$ cat src/rtl/adv_timer_cmd_ctrl.sv
// Command sequencer for one advanced-timer channel: turns command pulses into timer controls and stages/applies input-stage config.
// Optional macro ADV_TIMER_CMD_ERR_EN adds a sticky err_o flag (update overwrite or start while running).
module adv_timer_cmd_ctrl #(
  parameter int SEL_W  = 8,
  parameter int MODE_W = 3
) (
  input  logic              clk_i,
  input  logic              rstn_i,
  input  logic              cmd_start_i,
  input  logic              cmd_stop_i,
  input  logic              cmd_update_i,
  input  logic              cmd_reset_i,
  input  logic              cmd_arm_i,
  input  logic              cnt_end_i,
  input  logic [SEL_W-1:0]  cfg_sel_i,
  input  logic [MODE_W-1:0] cfg_mode_i,
  input  logic              cfg_sel_clk_i,
  output logic              ctrl_active_o,
  output logic              ctrl_update_o,
  output logic              ctrl_arm_o,
  output logic              ctrl_rst_o,
  output logic [SEL_W-1:0]  cfg_sel_o,
  output logic [MODE_W-1:0] cfg_mode_o,
  output logic              cfg_sel_clk_o,
  output logic              upd_pending_o
`ifdef ADV_TIMER_CMD_ERR_EN
  ,
  output logic              err_o
`endif
);

  typedef enum logic {ST_IDLE = 1'b0, ST_RUN = 1'b1} state_t;

  state_t            r_state;
  state_t            w_state_nxt;
  logic              r_pending;
  logic              r_apply;
  logic              r_update;
  logic              r_arm;
  logic              r_rst;
  logic [SEL_W-1:0]  r_sel_stg;
  logic [MODE_W-1:0] r_mode_stg;
  logic              r_clk_stg;
  logic [SEL_W-1:0]  r_sel;
  logic [MODE_W-1:0] r_mode;
  logic              r_sel_clk;

  logic w_stop_run;
  logic w_upd_now;
  logic w_upd_defer;
  logic w_pend_fire;

  always_ff @(posedge clk_i or negedge rstn_i) begin
    if (!rstn_i) r_state <= ST_IDLE;
    else         r_state <= w_state_nxt;
  end

  // Reset never changes state; stop outranks start.
  always_comb begin
    w_state_nxt = r_state;
    w_stop_run  = 1'b0;
    case (r_state)
      ST_IDLE: if (cmd_start_i && !cmd_stop_i) w_state_nxt = ST_RUN;
      ST_RUN: begin
        if (cmd_stop_i) begin
          w_state_nxt = ST_IDLE;
          w_stop_run  = 1'b1;
        end
      end
      default: w_state_nxt = ST_IDLE;
    endcase
  end

  // A stop makes an update behave as in idle. A cnt_end coinciding with an update never fires.
  assign w_upd_now   = cmd_update_i && ((r_state == ST_IDLE) || w_stop_run);
  assign w_upd_defer = cmd_update_i && (r_state == ST_RUN) && !cmd_stop_i;
  assign w_pend_fire = r_pending && !cmd_reset_i &&
                       ((cnt_end_i && !cmd_update_i) || w_stop_run);

  always_ff @(posedge clk_i or negedge rstn_i) begin
    if (!rstn_i) begin
      r_pending  <= 1'b0;
      r_apply    <= 1'b0;
      r_update   <= 1'b0;
      r_arm      <= 1'b0;
      r_rst      <= 1'b0;
      r_sel_stg  <= '0;
      r_mode_stg <= '0;
      r_clk_stg  <= 1'b0;
      r_sel      <= '0;
      r_mode     <= '0;
      r_sel_clk  <= 1'b0;
    end else begin
      r_arm    <= cmd_arm_i;
      r_rst    <= cmd_reset_i;
      r_apply  <= w_upd_now || w_pend_fire;
      r_update <= r_apply;
      if (cmd_update_i) begin
        r_sel_stg  <= cfg_sel_i;
        r_mode_stg <= cfg_mode_i;
        r_clk_stg  <= cfg_sel_clk_i;
      end
      if (cmd_reset_i || w_pend_fire) r_pending <= 1'b0;
      else if (w_upd_defer)           r_pending <= 1'b1;
      // Config lands together with the strobe, so the strobe never leads valid data.
      if (r_apply) begin
        r_sel     <= r_sel_stg;
        r_mode    <= r_mode_stg;
        r_sel_clk <= r_clk_stg;
      end
    end
  end

`ifdef ADV_TIMER_CMD_ERR_EN
  logic r_err;
  always_ff @(posedge clk_i or negedge rstn_i) begin
    if (!rstn_i) r_err <= 1'b0;
    else if ((cmd_update_i && r_pending) || (cmd_start_i && r_state == ST_RUN)) r_err <= 1'b1;
    else if (cmd_reset_i) r_err <= 1'b0;
  end
  assign err_o = r_err;
`endif

  assign ctrl_active_o = (r_state == ST_RUN);
  assign ctrl_update_o = r_update;
  assign ctrl_arm_o    = r_arm;
  assign ctrl_rst_o    = r_rst;
  assign cfg_sel_o     = r_sel;
  assign cfg_mode_o    = r_mode;
  assign cfg_sel_clk_o = r_sel_clk;
  assign upd_pending_o = r_pending;

endmodule

$ cat config.mk
export PLATFORM = sky130hd
export DESIGN_NAME = adv_timer_cmd_ctrl
export DESIGN_NICKNAME = d
export VERILOG_FILES = /design/src/rtl/adv_timer_cmd_ctrl.sv
export SDC_FILE = /design/constraint.sdc
export NUM_CORES = 1
export LEC_CHECK = 0
export BUFFER_PORTS_ARGS = -buffer_cell sky130_fd_sc_hd__buf_4
export CAP_MARGIN = 10
export CORE_MARGIN = 3
export CORE_UTILIZATION = 52
export DETAILED_ROUTE_END_ITERATION = 12
export PLACE_DENSITY = 0.82
export RECOVER_POWER = 25
export SETUP_SLACK_MARGIN = 0.5
export SLEW_MARGIN = 20
export SYNTH_ARGS = -nofsm -noshare
export SYNTH_HDL_FRONTEND = slang
export SYNTH_SLANG_ARGS = --single-unit
$ cat constraint.sdc
create_clock -name clk_i -period 2.3 [get_ports clk_i]
set_input_delay 0.115 -clock clk_i [delete_from_list [all_inputs] [get_ports clk_i]]
set_output_delay 0.115 -clock clk_i [all_outputs]
set_load 0.01 [all_outputs]
==> impl_metrics.env <==
export IMPL_drt_pass1_iter_count=4
export IMPL_synth_lib_cells_used_distinct=13
export IMPL_yosysSeqAreaShare=0.660
export IMPL_crit_path_max_incr_delay_ns=0.68
export IMPL_i_o_pin_count=37
export IMPL_crit_family="flip-flops"
export IMPL_synth_compound_area_frac=0.0264
export IMPL_post_synth_top_area_cell="sky130_fd_sc_hd__dfrtp_1"
export IMPL_path_cells="mux2_2"
export IMPL_fp_row_count=16
export IMPL_core_footprint_mm2=0.00202
export IMPL_synth_xor_area_share=0
export IMPL_finalSetupTns_ns=0
export IMPL_detailroute_via_count=695
export IMPL_die_area_mm2=0.00278
export IMPL_final_max_slew_viol_count=0
export IMPL_hold_violation_total_from_the_final_report=0
export IMPL_global_route_wire_length_before_repair_um=3150
export IMPL_cap_viol_max_count=0
export IMPL_floorplan_initialDensity=0.563
export IMPL_hold_path_class="in -> reg"
export IMPL_track_usage=0.166
export IMPL_max_slew_worst_pin_slew_ns=0.518
export IMPL_pre_cts_ws_ns=1.12
export IMPL_setup_viol=0
export IMPL_yosysTopAreaCellShare=0.660
export IMPL_worst_clock_skew_ns=0.00711
export IMPL_htreeDepth=2
export IMPL_clock_root_buffer="sky130_fd_sc_hd__clkbuf_4"
export IMPL_unrepaired_setup_endpoints_after_global_routing="false"
export IMPL_path_class="reg -> reg"
export IMPL_share_of_synthesized_cell_area_in_and_or_nand_and_nor_gates=0.0264
export IMPL_wire_length_per_cell_after_detailed_routing_um=14.1
export IMPL_clk_pin_slew_worst_paths_ns=0.09
export IMPL_die_width_um=52.8
export IMPL_postSynthNetCount=87
export IMPL_synthesis_yosys_warnings=0
export IMPL_fill_cells=135
export IMPL_final_net_count=132
export IMPL_critPathCapture="cfg_sel_o[3]"
export IMPL_grt_start_max_net_pins=31
export IMPL_first_global_vias=682
export IMPL_timing_hold_ws_ns=0.0164
export IMPL_area_sequential_um2=751
export IMPL_ctsResizeCount=0
export IMPL_clock_tree_from_tritoncts="yes"
export IMPL_layout_area_overhead_vs_synth_pct=33.9
export IMPL_vias_per_cell=4.96
export IMPL_drtAntennaViolNets=0
export IMPL_antenna_violations_before_repair=0
export IMPL_synthCells=67
export IMPL_post_synth_mux_area_share=0.267
export IMPL_avgSynthCellArea_um2=17.0
export IMPL_final_critical_path_required_period_ns=1.19
export IMPL_drc=0
export IMPL_layout_cells_most_common="sky130_fd_sc_hd__buf_4"
export IMPL_worstReg2RegStart="r_apply"
export IMPL_top_cells_by_area_in_the_synthesized_netlist="sky130_fd_sc_hd__dfrtp_1 66%, sky130_fd_sc_hd__mux2_2 15%, sky130_fd_sc_hd__mux2_4 12%"
export IMPL_max_freq_mhz=844
export IMPL_post_synth_fa_ha_maj_area_fraction=0
export IMPL_worst_ep_arrival_time_ns=1.39
export IMPL_rr_endpoint="cfg_sel_o[3]"
export IMPL_dp_cells=128
export IMPL_die_height_um=52.8
export IMPL_max_slew_margin=0.655
export IMPL_tritoncts_num_buffers=5
export IMPL_cts_sinks=30
export IMPL_most_common_layout_cells="35 x sky130_fd_sc_hd__buf_4, 30 x sky130_fd_sc_hd__dfrtp_1, 15 x sky130_fd_sc_hd__mux2_2, 9 x sky130_fd_sc_hd__mux2_4, 6 x sky130_fd_sc_hd__clkbuf_4"
export IMPL_combinational_family_with_the_most_area_after_synthesis="multiplexers"
export IMPL_crit_path_start="r_apply"
export IMPL_clk_insertion_delay_late_ns=0.31
export IMPL_multi_input_comb_area_um2=364
export IMPL_critical_path_buf_inv_count=0
export IMPL_critical_path_slowest_cell="sky130_fd_sc_hd__dfrtp_1"
export IMPL_port_buffers=36
export IMPL_dr_first_iter_drc_count=1
export IMPL_worstSetupStartpointType="flop"
export IMPL_yosys_register_bits=30
export IMPL_leakagePower_nw=0.736
export IMPL_timing_critical_path_depth=1
export IMPL_layout_worst_path_cycle_share=0.515
export IMPL_antenna_diode_count=0
export IMPL_worst_r2r_setup_slack_ns=1.11
export IMPL_gp_congestion=0.604
export IMPL_dpl_instance_area_mm2=0.00142
export IMPL_cts_path_max_buffers=2
export IMPL_share_of_post_route_cells_with_drive_strength_above_1=0.602
export IMPL_finish_cell_count_without_fillers=140
export IMPL_rr_worst_depth=1
export IMPL_summed_area_of_non_filler_cells_in_the_final_layout_mm2=0.00152
export IMPL_globalRoute_totalOverflow=0
export IMPL_synthesis_area_mm2=0.00114
export IMPL_finalWirelength_um=1980
export IMPL_critical_path_peak_fanout=13
export IMPL_required_ns=2.51
export IMPL_worstSetupEndpointType="flop"
export IMPL_worst_slack_ns=1.11
export IMPL_run_status="finished, final reports clean"
export IMPL_power_per_cell_area_mw_per_mm2=766
export IMPL_ir_worst_vdd_mv=0.622
## per-stage QoR
step,total power [mW],utilization
2_1_floorplan,0.740,-
3_3_place_gp,0.853,0.704
3_5_place_dp,0.862,0.704
4_1_cts,1.18,0.753
5_1_grt,1.23,0.753
6_report,1.17,0.753
## Yosys cell counts
master / count
sky130_fd_sc_hd__a2111oi_2: 1
sky130_fd_sc_hd__a21oi_1: 1
sky130_fd_sc_hd__and2_1: 1
sky130_fd_sc_hd__buf_4: 1
sky130_fd_sc_hd__buf_6: 1
sky130_fd_sc_hd__dfrtp_1: 30
sky130_fd_sc_hd__inv_1: 1
sky130_fd_sc_hd__mux2_2: 15
sky130_fd_sc_hd__mux2_4: 9
sky130_fd_sc_hd__nand2_1: 1
sky130_fd_sc_hd__nor2_1: 2
sky130_fd_sc_hd__nor2b_1: 2
sky130_fd_sc_hd__o21ai_0: 2
## routing by layer
layer | part of all wire | GRT usage
met2 | 0.45 | 0.233
met5 | 0 | 0
met4 | 0.020 | 0.0766
met3 | 0.087 | 0.0826
met1 | 0.44 | 0.211
## timing repair
action	CTS	global route
hold endpoints to repair	34	0
hold buffers	4	0
buffers inserted	0	0
## kinds of logic after synthesis
| family | after synthesis |
|---|---|
| compound gates | 4 |
| buf+inv | 3 |
| flops | 30 |
| mux | 24 |
| simple gates | 6 |
## report_power, final
group	internal, mW	leakage [nW]	switching, mW	total (mW)
Sequential	0.593	0.355	0.0410	0.634
Clock	0.148	0.0353	0.164	0.312
Combinational	0.140	0.346	0.0796	0.220
## final cells by class
class | instances | share of cell area
multi-input cells | 34 | 0.239
flip-flops and latches | 30 | 0.493
inverters | 1 | 0.00247
clock buffers | 7 | 0.0362
well taps | 27 | 0.0222
clock inverters | 1 | 0.00329
repair buffers | 40 | 0.204
## flip-flops by register name (all words and copies together), names as in the netlist, 3 cells and up
signal	count
cfg_mode_o	3
r_mode_stg	3
cfg_sel_o	8
r_sel_stg	8
## worst min-delay path by stage
stage,from,to,slack [ns],cells after the start
after floorplan,rstn_i,cfg_mode_o[0],-0.18,0
after global placement,rstn_i,r_mode_stg[2],0.05,1
after detailed placement,rstn_i,r_mode_stg[1],0.06,1
after CTS,cfg_sel_clk_i,r_clk_stg,0.007,2
after global routing,cfg_sel_i[3],r_sel_stg[3],0.0006,2
final,cmd_start_i,ctrl_active_o,0.02,3
Power figures use the tool's default switching activity.
